**config.mk**
```make
export PLATFORM = sky130hd
export DESIGN_NAME = instr_prefetch_queue_flat
export DESIGN_NICKNAME = d
export VERILOG_FILES = /design/src/rtl/instr_prefetch_queue_if.sv /design/src/rtl/instr_prefetch_queue.sv /design/src/flat_wrapper.sv
export SDC_FILE = /design/constraint.sdc
export NUM_CORES = 1
export LEC_CHECK = 0
export CAP_MARGIN = 0
export CORE_MARGIN = 4
export CORE_UTILIZATION = 35
export DETAILED_ROUTE_END_ITERATION = 10
export DONT_BUFFER_PORTS = 1
export PLACE_DENSITY = 0.49
export RECOVER_POWER = 100
export SETUP_SLACK_MARGIN = 0.3
export SYNTH_ARGS = -nofsm -noshare
export SYNTH_HDL_FRONTEND = slang
export SYNTH_SLANG_ARGS = --single-unit
```
**constraint.sdc**
```tcl
create_clock -name clk_i -period 9.2 [get_ports clk_i]
set_input_delay 1.38 -clock clk_i [delete_from_list [all_inputs] [get_ports clk_i]]
set_output_delay 1.38 -clock clk_i [all_outputs]
set_load 0.05 [all_outputs]
```
**src/rtl/instr_prefetch_queue_if.sv**
```systemverilog
// Bundles the memory-side and decode-side signals of the instruction
// prefetch queue. The master modport is the fetch unit itself; the slave
// modport is whatever sits around it (memory plus decode).
interface instr_prefetch_queue_if #(
    parameter int ADDR_W = 32,
    parameter int DATA_W = 32,
    parameter int DEPTH  = 4
);
    // Instruction memory side
    logic                     instr_mem_ready_i;
    logic [DATA_W-1:0]        instr_mem_data_i;
    logic [ADDR_W-1:0]        instr_mem_addr_o;
    logic                     instr_mem_rd_o;
    // Redirect (branch / jump / trap)
    logic                     redirect_i;
    logic [ADDR_W-1:0]        redirect_addr_i;
    // Decode side
    logic                     instr_valid_o;
    logic [DATA_W-1:0]        instr_o;
    logic [ADDR_W-1:0]        instr_addr_o;
    logic                     instr_ready_i;
    logic [$clog2(DEPTH):0]   count_o;

    modport master (
        input  instr_mem_ready_i, instr_mem_data_i, redirect_i,
               redirect_addr_i, instr_ready_i,
        output instr_mem_addr_o, instr_mem_rd_o, instr_valid_o,
               instr_o, instr_addr_o, count_o
    );

    modport slave (
        output instr_mem_ready_i, instr_mem_data_i, redirect_i,
               redirect_addr_i, instr_ready_i,
        input  instr_mem_addr_o, instr_mem_rd_o, instr_valid_o,
               instr_o, instr_addr_o, count_o
    );
endinterface

```
**src/rtl/instr_prefetch_queue.sv**
```systemverilog
// Instruction fetch front end: owns the fetch PC, issues sequential reads
// and buffers {address, word} pairs in a DEPTH-entry in-order FIFO so that
// decode stalls and memory wait states are decoupled. A redirect flushes
// the queue and restarts fetch at a word-aligned address.
module instr_prefetch_queue #(
    parameter int                ADDR_W   = 32,
    parameter int                DATA_W   = 32,
    parameter int                DEPTH    = 4,
    parameter logic [ADDR_W-1:0] RESET_PC = {ADDR_W{1'b0}}
) (
    input  logic                  clk_i,
    input  logic                  rst_i,
    instr_prefetch_queue_if.master bus
);
    localparam int                PTR_W    = $clog2(DEPTH);
    localparam int                CNT_W    = PTR_W + 1;
    localparam logic [CNT_W-1:0]  FULL_CNT = CNT_W'(DEPTH);

    logic [ADDR_W-1:0] r_pc;
    logic [PTR_W-1:0]  r_wr_ptr;
    logic [PTR_W-1:0]  r_rd_ptr;
    logic [CNT_W-1:0]  r_count;
    logic [ADDR_W-1:0] r_mem_addr [DEPTH];
    logic [DATA_W-1:0] r_mem_data [DEPTH];

    logic w_pop;
    logic w_rd;
    logic w_push;

    // Handshake decode: a pop frees a slot in the same cycle, so a full
    // queue being drained may still fetch (instr_ready_i -> rd is combinational).
    // Reset and redirect kill the request immediately.
    always_comb begin
        w_pop  = (r_count != {CNT_W{1'b0}}) & bus.instr_ready_i;
        w_rd   = ~rst_i & ~bus.redirect_i & ((r_count < FULL_CNT) | w_pop);
        w_push = w_rd & bus.instr_mem_ready_i;
    end

    // FIFO storage: capture {PC, word} at the tail on every accepted fetch.
    always_ff @(posedge clk_i or posedge rst_i) begin
        if (rst_i) begin
            for (int i = 0; i < DEPTH; i++) begin
                r_mem_addr[i] <= {ADDR_W{1'b0}};
                r_mem_data[i] <= {DATA_W{1'b0}};
            end
        end else if (w_push) begin
            r_mem_addr[r_wr_ptr] <= r_pc;
            r_mem_data[r_wr_ptr] <= bus.instr_mem_data_i;
        end else begin
            r_mem_addr[r_wr_ptr] <= r_mem_addr[r_wr_ptr];
            r_mem_data[r_wr_ptr] <= r_mem_data[r_wr_ptr];
        end
    end

    // PC, pointers and occupancy; a redirect overrides everything else.
    always_ff @(posedge clk_i or posedge rst_i) begin
        if (rst_i) begin
            r_pc     <= RESET_PC;
            r_wr_ptr <= {PTR_W{1'b0}};
            r_rd_ptr <= {PTR_W{1'b0}};
            r_count  <= {CNT_W{1'b0}};
        end else if (bus.redirect_i) begin
            r_pc     <= {bus.redirect_addr_i[ADDR_W-1:2], 2'b00};
            r_wr_ptr <= {PTR_W{1'b0}};
            r_rd_ptr <= {PTR_W{1'b0}};
            r_count  <= {CNT_W{1'b0}};
        end else begin
            if (w_push) begin
                r_pc     <= r_pc + ADDR_W'(4);
                r_wr_ptr <= r_wr_ptr + PTR_W'(1);
            end else begin
                r_pc     <= r_pc;
                r_wr_ptr <= r_wr_ptr;
            end
            if (w_pop) begin
                r_rd_ptr <= r_rd_ptr + PTR_W'(1);
            end else begin
                r_rd_ptr <= r_rd_ptr;
            end
            r_count <= r_count + CNT_W'(w_push) - CNT_W'(w_pop);
        end
    end

    // Head outputs are a read of the registered storage, so they only move
    // after a pop or a push into an empty queue.
    assign bus.instr_mem_addr_o = r_pc;
    assign bus.instr_mem_rd_o   = w_rd;
    assign bus.instr_valid_o    = (r_count != {CNT_W{1'b0}});
    assign bus.instr_o          = r_mem_data[r_rd_ptr];
    assign bus.instr_addr_o     = r_mem_addr[r_rd_ptr];
    assign bus.count_o          = r_count;
endmodule

```
**src/flat_wrapper.sv**
```systemverilog
// flat-port wrapper written by rule: the top's interface ports become plain ports
module instr_prefetch_queue_flat 
#(
    parameter int                ADDR_W   = 32,
    parameter int                DATA_W   = 32,
    parameter int                DEPTH    = 4,
    parameter logic [ADDR_W-1:0] RESET_PC = {ADDR_W{1'b0}}
)
  (clk_i, rst_i, bus_instr_mem_ready_i, bus_instr_mem_data_i, bus_redirect_i, bus_redirect_addr_i, bus_instr_ready_i, bus_instr_mem_addr_o, bus_instr_mem_rd_o, bus_instr_valid_o, bus_instr_o, bus_instr_addr_o, bus_count_o);
  instr_prefetch_queue_if #(.ADDR_W(ADDR_W), .DATA_W(DATA_W), .DEPTH(DEPTH)) bus_i ();
  input  logic clk_i;
  input  logic rst_i;
  input wire logic [$bits(bus_i.instr_mem_ready_i)-1:0] bus_instr_mem_ready_i;
  input wire logic [$bits(bus_i.instr_mem_data_i)-1:0] bus_instr_mem_data_i;
  input wire logic [$bits(bus_i.redirect_i)-1:0] bus_redirect_i;
  input wire logic [$bits(bus_i.redirect_addr_i)-1:0] bus_redirect_addr_i;
  input wire logic [$bits(bus_i.instr_ready_i)-1:0] bus_instr_ready_i;
  output wire logic [$bits(bus_i.instr_mem_addr_o)-1:0] bus_instr_mem_addr_o;
  output wire logic [$bits(bus_i.instr_mem_rd_o)-1:0] bus_instr_mem_rd_o;
  output wire logic [$bits(bus_i.instr_valid_o)-1:0] bus_instr_valid_o;
  output wire logic [$bits(bus_i.instr_o)-1:0] bus_instr_o;
  output wire logic [$bits(bus_i.instr_addr_o)-1:0] bus_instr_addr_o;
  output wire logic [$bits(bus_i.count_o)-1:0] bus_count_o;
  assign bus_i.instr_mem_ready_i = bus_instr_mem_ready_i;
  assign bus_i.instr_mem_data_i = bus_instr_mem_data_i;
  assign bus_i.redirect_i = bus_redirect_i;
  assign bus_i.redirect_addr_i = bus_redirect_addr_i;
  assign bus_i.instr_ready_i = bus_instr_ready_i;
  assign bus_instr_mem_addr_o = bus_i.instr_mem_addr_o;
  assign bus_instr_mem_rd_o = bus_i.instr_mem_rd_o;
  assign bus_instr_valid_o = bus_i.instr_valid_o;
  assign bus_instr_o = bus_i.instr_o;
  assign bus_instr_addr_o = bus_i.instr_addr_o;
  assign bus_count_o = bus_i.count_o;
  instr_prefetch_queue #(.ADDR_W(ADDR_W), .DATA_W(DATA_W), .DEPTH(DEPTH), .RESET_PC(RESET_PC)) u_core (.clk_i(clk_i), .rst_i(rst_i), .bus(bus_i));
endmodule
```
* Word-level counts from Yosys, hierarchy flattened *
Index checks and enable logic that the tools add are counted.

operators by class
  add/subtract/negate cells = 5
  magnitude comparators = 4
  multiplexer cells = 27
  bitwise operators = 9
  reduce and logical (&&, ||, !) cells = 4

operator list
  kind                   number
  $bwmux 128             4
  $mux 32                11
  $bmux 32 s2            4
  $mux 128               2
  $demux 32 s2           1
  $add 32x3->32 const B  1
  $mux 2                 4
  $ge 3x3->1 const B     2
  $not 2->3              2
  $add 2x1->2 const B    2
  $and 1x1->1            4
  $reduce_bool 2->1      2
  $add 3x1->3            1
  $lt 3x1->1 const B     1
  $lt 3x3->1 const B     1
  $mux 3                 1
  $reduce_bool 3->1      1
  $sub 3x1->3            1
  $not 1->1              2
  $logic_and 1x1->1      1
  $or 1x1->1             1

word-level totals
  register bits = 295
  input bits = 69
  output and inout bits = 101
  word-level logic and storage cells = 61

* Logic depth before layout (Yosys ltp) *
  depth after elaboration = 8
  mapped depth = 11
  mapped depth without buffers = 9

* Least setup slack after synthesis *
OpenSTA, ideal clock, no wires.

  path type = input to output
  start = input bus_redirect_i
  end = output bus_instr_mem_rd_o
  arrival = 2.829 ns
  data required time = 7.820 ns
  slack = 4.991 ns
  cell stages on the path = 3
  path buffers = 2
  cells stage by stage = buf_2 clkbuf_1 nor3_1

between the ends
  longest elaborated chain between the ends = 3

ends and longest elaborated chain
  item                       RTL line                    text
  start: declaration         flat_wrapper.sv:15          input wire logic [$bits(bus_i.redirect_i)-1:0] bus_redirect_i;
  $not 1->1                  instr_prefetch_queue.sv:35  w_rd = ~rst_i & ~bus.redirect_i & ((r_count < FULL_CNT) | w_pop);
  $and 1x1->1 (2 in series)  instr_prefetch_queue.sv:35
  end: declaration           flat_wrapper.sv:19          output wire logic [$bits(bus_i.instr_mem_rd_o)-1:0] bus_instr_mem_rd_o;

No other way between the ends.

* Worst setup path in the final report *
  start = input bus_instr_ready_i
  end = register u_core.r_mem_addr[44] (netlist name)

between the ends
  longest elaborated chain between the ends = 5

ends and longest elaborated chain
  item                            RTL line                    text
  start: declaration              flat_wrapper.sv:17          input wire logic [$bits(bus_i.instr_ready_i)-1:0] bus_instr_ready_i;
  $and 1x1->1                     instr_prefetch_queue.sv:34  w_pop = (r_count != {CNT_W{1'b0}}) & bus.instr_ready_i;
  $or 1x1->1                      instr_prefetch_queue.sv:35
  $and 1x1->1                     instr_prefetch_queue.sv:35
  $and 1x1->1                     instr_prefetch_queue.sv:36  w_push = w_rd & bus.instr_mem_ready_i;
  $mux 128                        instr_prefetch_queue.sv:46  end else if (w_push) begin
  end signal: indexed assignment  instr_prefetch_queue.sv:43  r_mem_addr[i] <= {ADDR_W{1'b0}};
  end signal: indexed assignment  instr_prefetch_queue.sv:47  r_mem_addr[r_wr_ptr] <= r_pc;
  end signal: indexed assignment  instr_prefetch_queue.sv:50  r_mem_addr[r_wr_ptr] <= r_mem_addr[r_wr_ptr];
  end: declaration                instr_prefetch_queue.sv:23  logic [ADDR_W-1:0] r_mem_addr [DEPTH];

No other way between the ends.
A chain may end at the register's enable or synchronous reset.

==> summary.md <==
| Metric | Value |
|---|---|
| Number of synthesized flops with an enable pin | `0` |
| Category of the most critical setup path | `in -> reg` |
| Pleak | `between 6 and 7 nW` |
| Global-route met3 utilization | `between 4 and 5%` |
| Unrepaired setup endpoints after global routing | `false` |
| Data arrival at the endpoint of the critical path | `5.93 ns` |
| Final core utilization | `slightly below 40%` |
| Length of the first detailed-routing pass in iterations | `5` |
| Standard cell core area | `roughly 0.042 mm2` |
| CP Launch Point | `bus_instr_ready_i` |
| Req. time, crit path | `9.57 ns` |
| Hold endpoint | `u_core.r_mem_addr[32]` |
| Buffer cell driving the clock tree root | `sky130_fd_sc_hd__clkbuf_16` |
| FF+latch count, synth | `~290` |
| Number of core rows | `75` |
| TritonCTS clock tree | `built` |
| Layout Area Growth over Synthesis | `10.6%` |
| Area of the die | `roughly 0.046 mm2` |
| Status | `complete, but fails checks` |
| Worst R2R Path Depth | `6` |
| Period utilisation layout | `between 60% and 70%` |
| List of cells traversed by the critical path | `nor2b_1 -> or4b_1 -> clkbuf_1 -> buf_4 -> mux2i_1 -> a21oi_1` |
| Maximum fanout encountered on the critical timing path | `52` |
| Routed via count | `10200` |
| Global-route layer with the greatest usage | `met2` |
| Iteration-0 DRC Markers | `798` |
| Minimum setup slack after placement | `5.20 ns` |
| Least-Margin Pin Slew | `3.60 ns` |
| H-tree depth | `2` |
| Startpoint of the worst-slack reg-to-reg timing path | `u_core.bus.count_o[2]` |
| Clock latency of the later-clocked register in the worst-skew pair | `~0.55 ns` |
| Number of antenna violations at the first check in global routing | `1` |
| Wire length of the first global-routing pass | `~64000 um` |
| Worst path max stage delay | `2.56 ns` |
| Fin area | `0.0164 mm2` |
| Commonest cells after routing, fill and taps aside | `sky130_fd_sc_hd__dfrtp_1 (290), sky130_fd_sc_hd__nor2_1 (266), sky130_fd_sc_hd__a21oi_1 (256)` |
| Tmin final | `5.56 ns` |
| Number of nets in the finished design | `around 1300` |
| Sum of net half-perimeters after detailed placement | `around 24000 um` |
| Final Hold Fails | `0` |
| Number of global-route vias before repair | `between 10000 and 15000` |
| Register-to-Register Setup Slack | `3.68 ns` |
| Post-detailed-placement cell area | `about 0.015 mm2` |
| Chip height | `214 um` |
| Tightest hold margin | `between 0.5 and 0.6 ns` |
| Average wire length per cell after detail routing | `22.4 um` |
| Antenna Diode Count | `0` |
| GRT Overall Usage | `~18%` |
| Number of violations of the max-capacitance limit | `3` |
| Number of buffers added by the clock tree synthesis step | `36` |
| Maximum number of pins on one net before global-route repair | `roughly 170` |
| Die span in x | `214 um` |
| Routability congestion estimate from global placement | `0.717` |
| Post-Syn Area | `about 0.015 mm2` |
| Global-route met2 utilization | `~28%` |
| Port Buffer Count | `0` |
| Worst Clk Skew | `between 0.015 and 0.02 ns` |
| Count of antenna-violating nets left after detailed routing | `0` |
| Setup Fix Bufs, Post-CTS | `0` |
| Most common library cell in the layout ignoring fill and taps | `sky130_fd_sc_hd__dfrtp_1` |
| Endpoints failing setup | `0` |
| Violations in the final reports | `max-capacitance violations, max-slew violations` |
| Slowest CP cell | `sky130_fd_sc_hd__clkbuf_1` |
| Resized Gates After CTS | `0` |
| Setup_tns | `0 ns` |
| Cell count after synthesis | `roughly 1300` |
| Clk buf depth | `3` |
| Post-synthesis async set-or-reset flop share | `100%` |
| Instance count along the most critical hold path | `1` |
| Worst min-delay path class | `reg -> reg` |
| Yosys warning count | `0` |
| IR Drop Worst-Case VDD | `~190 uV` |
| Per-instance average area after synthesis | `around 11 um2` |
| Highest clock frequency the design can meet | `180 MHz` |
| Final Worst Setup Slack | `roughly 3.6 ns` |
| Met1 Track Usage GR | `between 20% and 30%` |
| Sort of element at the end of the critical path | `flop` |
| # IOs | `170` |
| Share of layout cells above drive strength 1 | `approximately 17%` |
| Capture instance of the worst register-to-register path | `u_core.r_mem_addr[44]` |
| Number of hold buffers added after CTS | `0` |
| Power per unit of standard cell area | `around 360 mW/mm2` |
| Clock Sinks | `293` |
| Register area share after synthesis | `about 50%` |
| Count of distinct cell types in the synthesized netlist | `48` |
| Total gr overflow | `0` |
| Detail-routed via count per cell | `5.59` |
| Slew headroom | `-140%` |
| DRT Wirelength | `slightly above 40000 um` |
| Effective utilization at floorplan | `between 30% and 40%` |
| Count of unresolved DRC violations after routing | `0` |
| Startpoint of the lowest-slack hold path | `u_core.r_mem_addr[32]` |
| Ys flop type | `sky130_fd_sc_hd__dfrtp_1` |
| Max-slew violation count | `around 110` |
| Nature of the critical path startpoint | `input pin` |
| Clock slew at the register clock pins of the worst setup and hold paths | `~0.06 ns` |
-- through the flow --
stage	instances	power (mW)
finish	1816	5.83
global route	1816	6.19
CTS	1816	5.91
detailed placement	1750	4.46
global placement	1750	4.41
floorplan	1304	4.03
-- state kept, by name, summed over array words and instances, names as in the netlist --
signal                       flops
u_core.r_mem_addr              128
u_core.bus.instr_mem_addr_o     30
u_core.bus.count_o               3
u_core.r_mem_data              128
u_core.r_rd_ptr                  2
u_core.r_wr_ptr                  2
-- worst max-delay path: cells and delay by family --
kind | cells | cell delay (ns)
simple gates | 2 | 0.33
mux | 1 | 0.46
compound gates | 1 | 0.12
buf+inv | 2 | 3.59
-- kinds of logic after synthesis --
family	after synthesis	share of synthesized area, %
mux	197	24.2
compound gates	312	11.3
other cells	1	0.0253
buf+inv	120	3.37
xor+xnor	6	0.355
flops	293	49.6
fa+ha+maj	8	0.727
simple gates	366	10.4
-- final cells by class --
cell class,instances,area (um2)
fill,3962,25500
sequential,293,7340
clock buffer,54,1040
multi-input combinational,891,7020
clock inverter,12,120
inverter,9,35.0
timing repair buffer,18,133
tap,539,674
-- per-layer routing --
layer / wire, um / vias to the layer above / share of wire, %
met5: 13 / - / 0.032
met4: 844 / 2 / 2.1
met3: 2800 / 53 / 6.9
met2: 18700 / 261 / 46
met1: 18400 / 5168 / 45
li1: - / 4673 / -
-- how the worst max path moves through the flow --
| stage | end | slack, ns | cells past startpoint |
|---|---|---|---|
| after floorplan | u_core.bus.count_o[0] | 3.93 | 1 |
| after global placement | u_core.r_mem_addr[45] | 5.21 | 6 |
| after detailed placement | u_core.r_mem_addr[66] | 5.20 | 6 |
| after CTS | bus_instr_o[7] | 4.69 | 2 |
| after global routing | u_core.r_mem_data[58] | 3.36 | 6 |
| final | u_core.r_mem_addr[44] | 3.64 | 6 |
-- power breakdown --
group	total, mW	leakage, nW	switching, mW	internal, mW
sequential	2.23	3.04	0.490	1.74
clock	1.41	0.571	0.571	0.841
combinational	2.18	2.68	1.41	0.777
-- cell usage after synthesis, types with 2 or more instances --
| cell | instances | area, um2 |
|---|---|---|
| sky130_fd_sc_hd__dfrtp_1 | 293 | 7330 |
| sky130_fd_sc_hd__nor2_1 | 266 | 998 |
| sky130_fd_sc_hd__a21oi_1 | 256 | 1280 |
| sky130_fd_sc_hd__mux4_2 | 128 | 2880 |
| sky130_fd_sc_hd__clkbuf_1 | 76 | 285 |
| sky130_fd_sc_hd__mux2i_1 | 61 | 611 |
| sky130_fd_sc_hd__nand2_1 | 37 | 139 |
| sky130_fd_sc_hd__buf_2 | 23 | 115 |
| sky130_fd_sc_hd__o21ai_0 | 19 | 95.1 |
| sky130_fd_sc_hd__nand3_1 | 16 | 80.1 |
| sky130_fd_sc_hd__nand4_1 | 12 | 75.1 |
| sky130_fd_sc_hd__a22oi_1 | 9 | 67.6 |
| sky130_fd_sc_hd__and2_1 | 9 | 56.3 |
| sky130_fd_sc_hd__inv_1 | 9 | 33.8 |
| sky130_fd_sc_hd__buf_1 | 8 | 30.0 |
| sky130_fd_sc_hd__mux2_2 | 8 | 90.1 |
| sky130_fd_sc_hd__ha_1 | 7 | 87.6 |
| sky130_fd_sc_hd__o211ai_1 | 7 | 52.6 |
| sky130_fd_sc_hd__o311ai_0 | 7 | 61.3 |
| sky130_fd_sc_hd__nor2b_1 | 5 | 31.3 |
| sky130_fd_sc_hd__nor3_1 | 4 | 20.0 |
| sky130_fd_sc_hd__or4_1 | 4 | 30.0 |
| sky130_fd_sc_hd__xor2_1 | 4 | 35.0 |
| sky130_fd_sc_hd__a41oi_1 | 3 | 26.3 |
| sky130_fd_sc_hd__buf_4 | 3 | 22.5 |
| sky130_fd_sc_hd__nand3b_1 | 3 | 22.5 |
| sky130_fd_sc_hd__a31oi_1 | 2 | 12.5 |
| sky130_fd_sc_hd__a32oi_1 | 2 | 17.5 |
| sky130_fd_sc_hd__or3_1 | 2 | 12.5 |
| sky130_fd_sc_hd__xnor2_1 | 2 | 17.5 |
(Power assumes the default switching activity.)
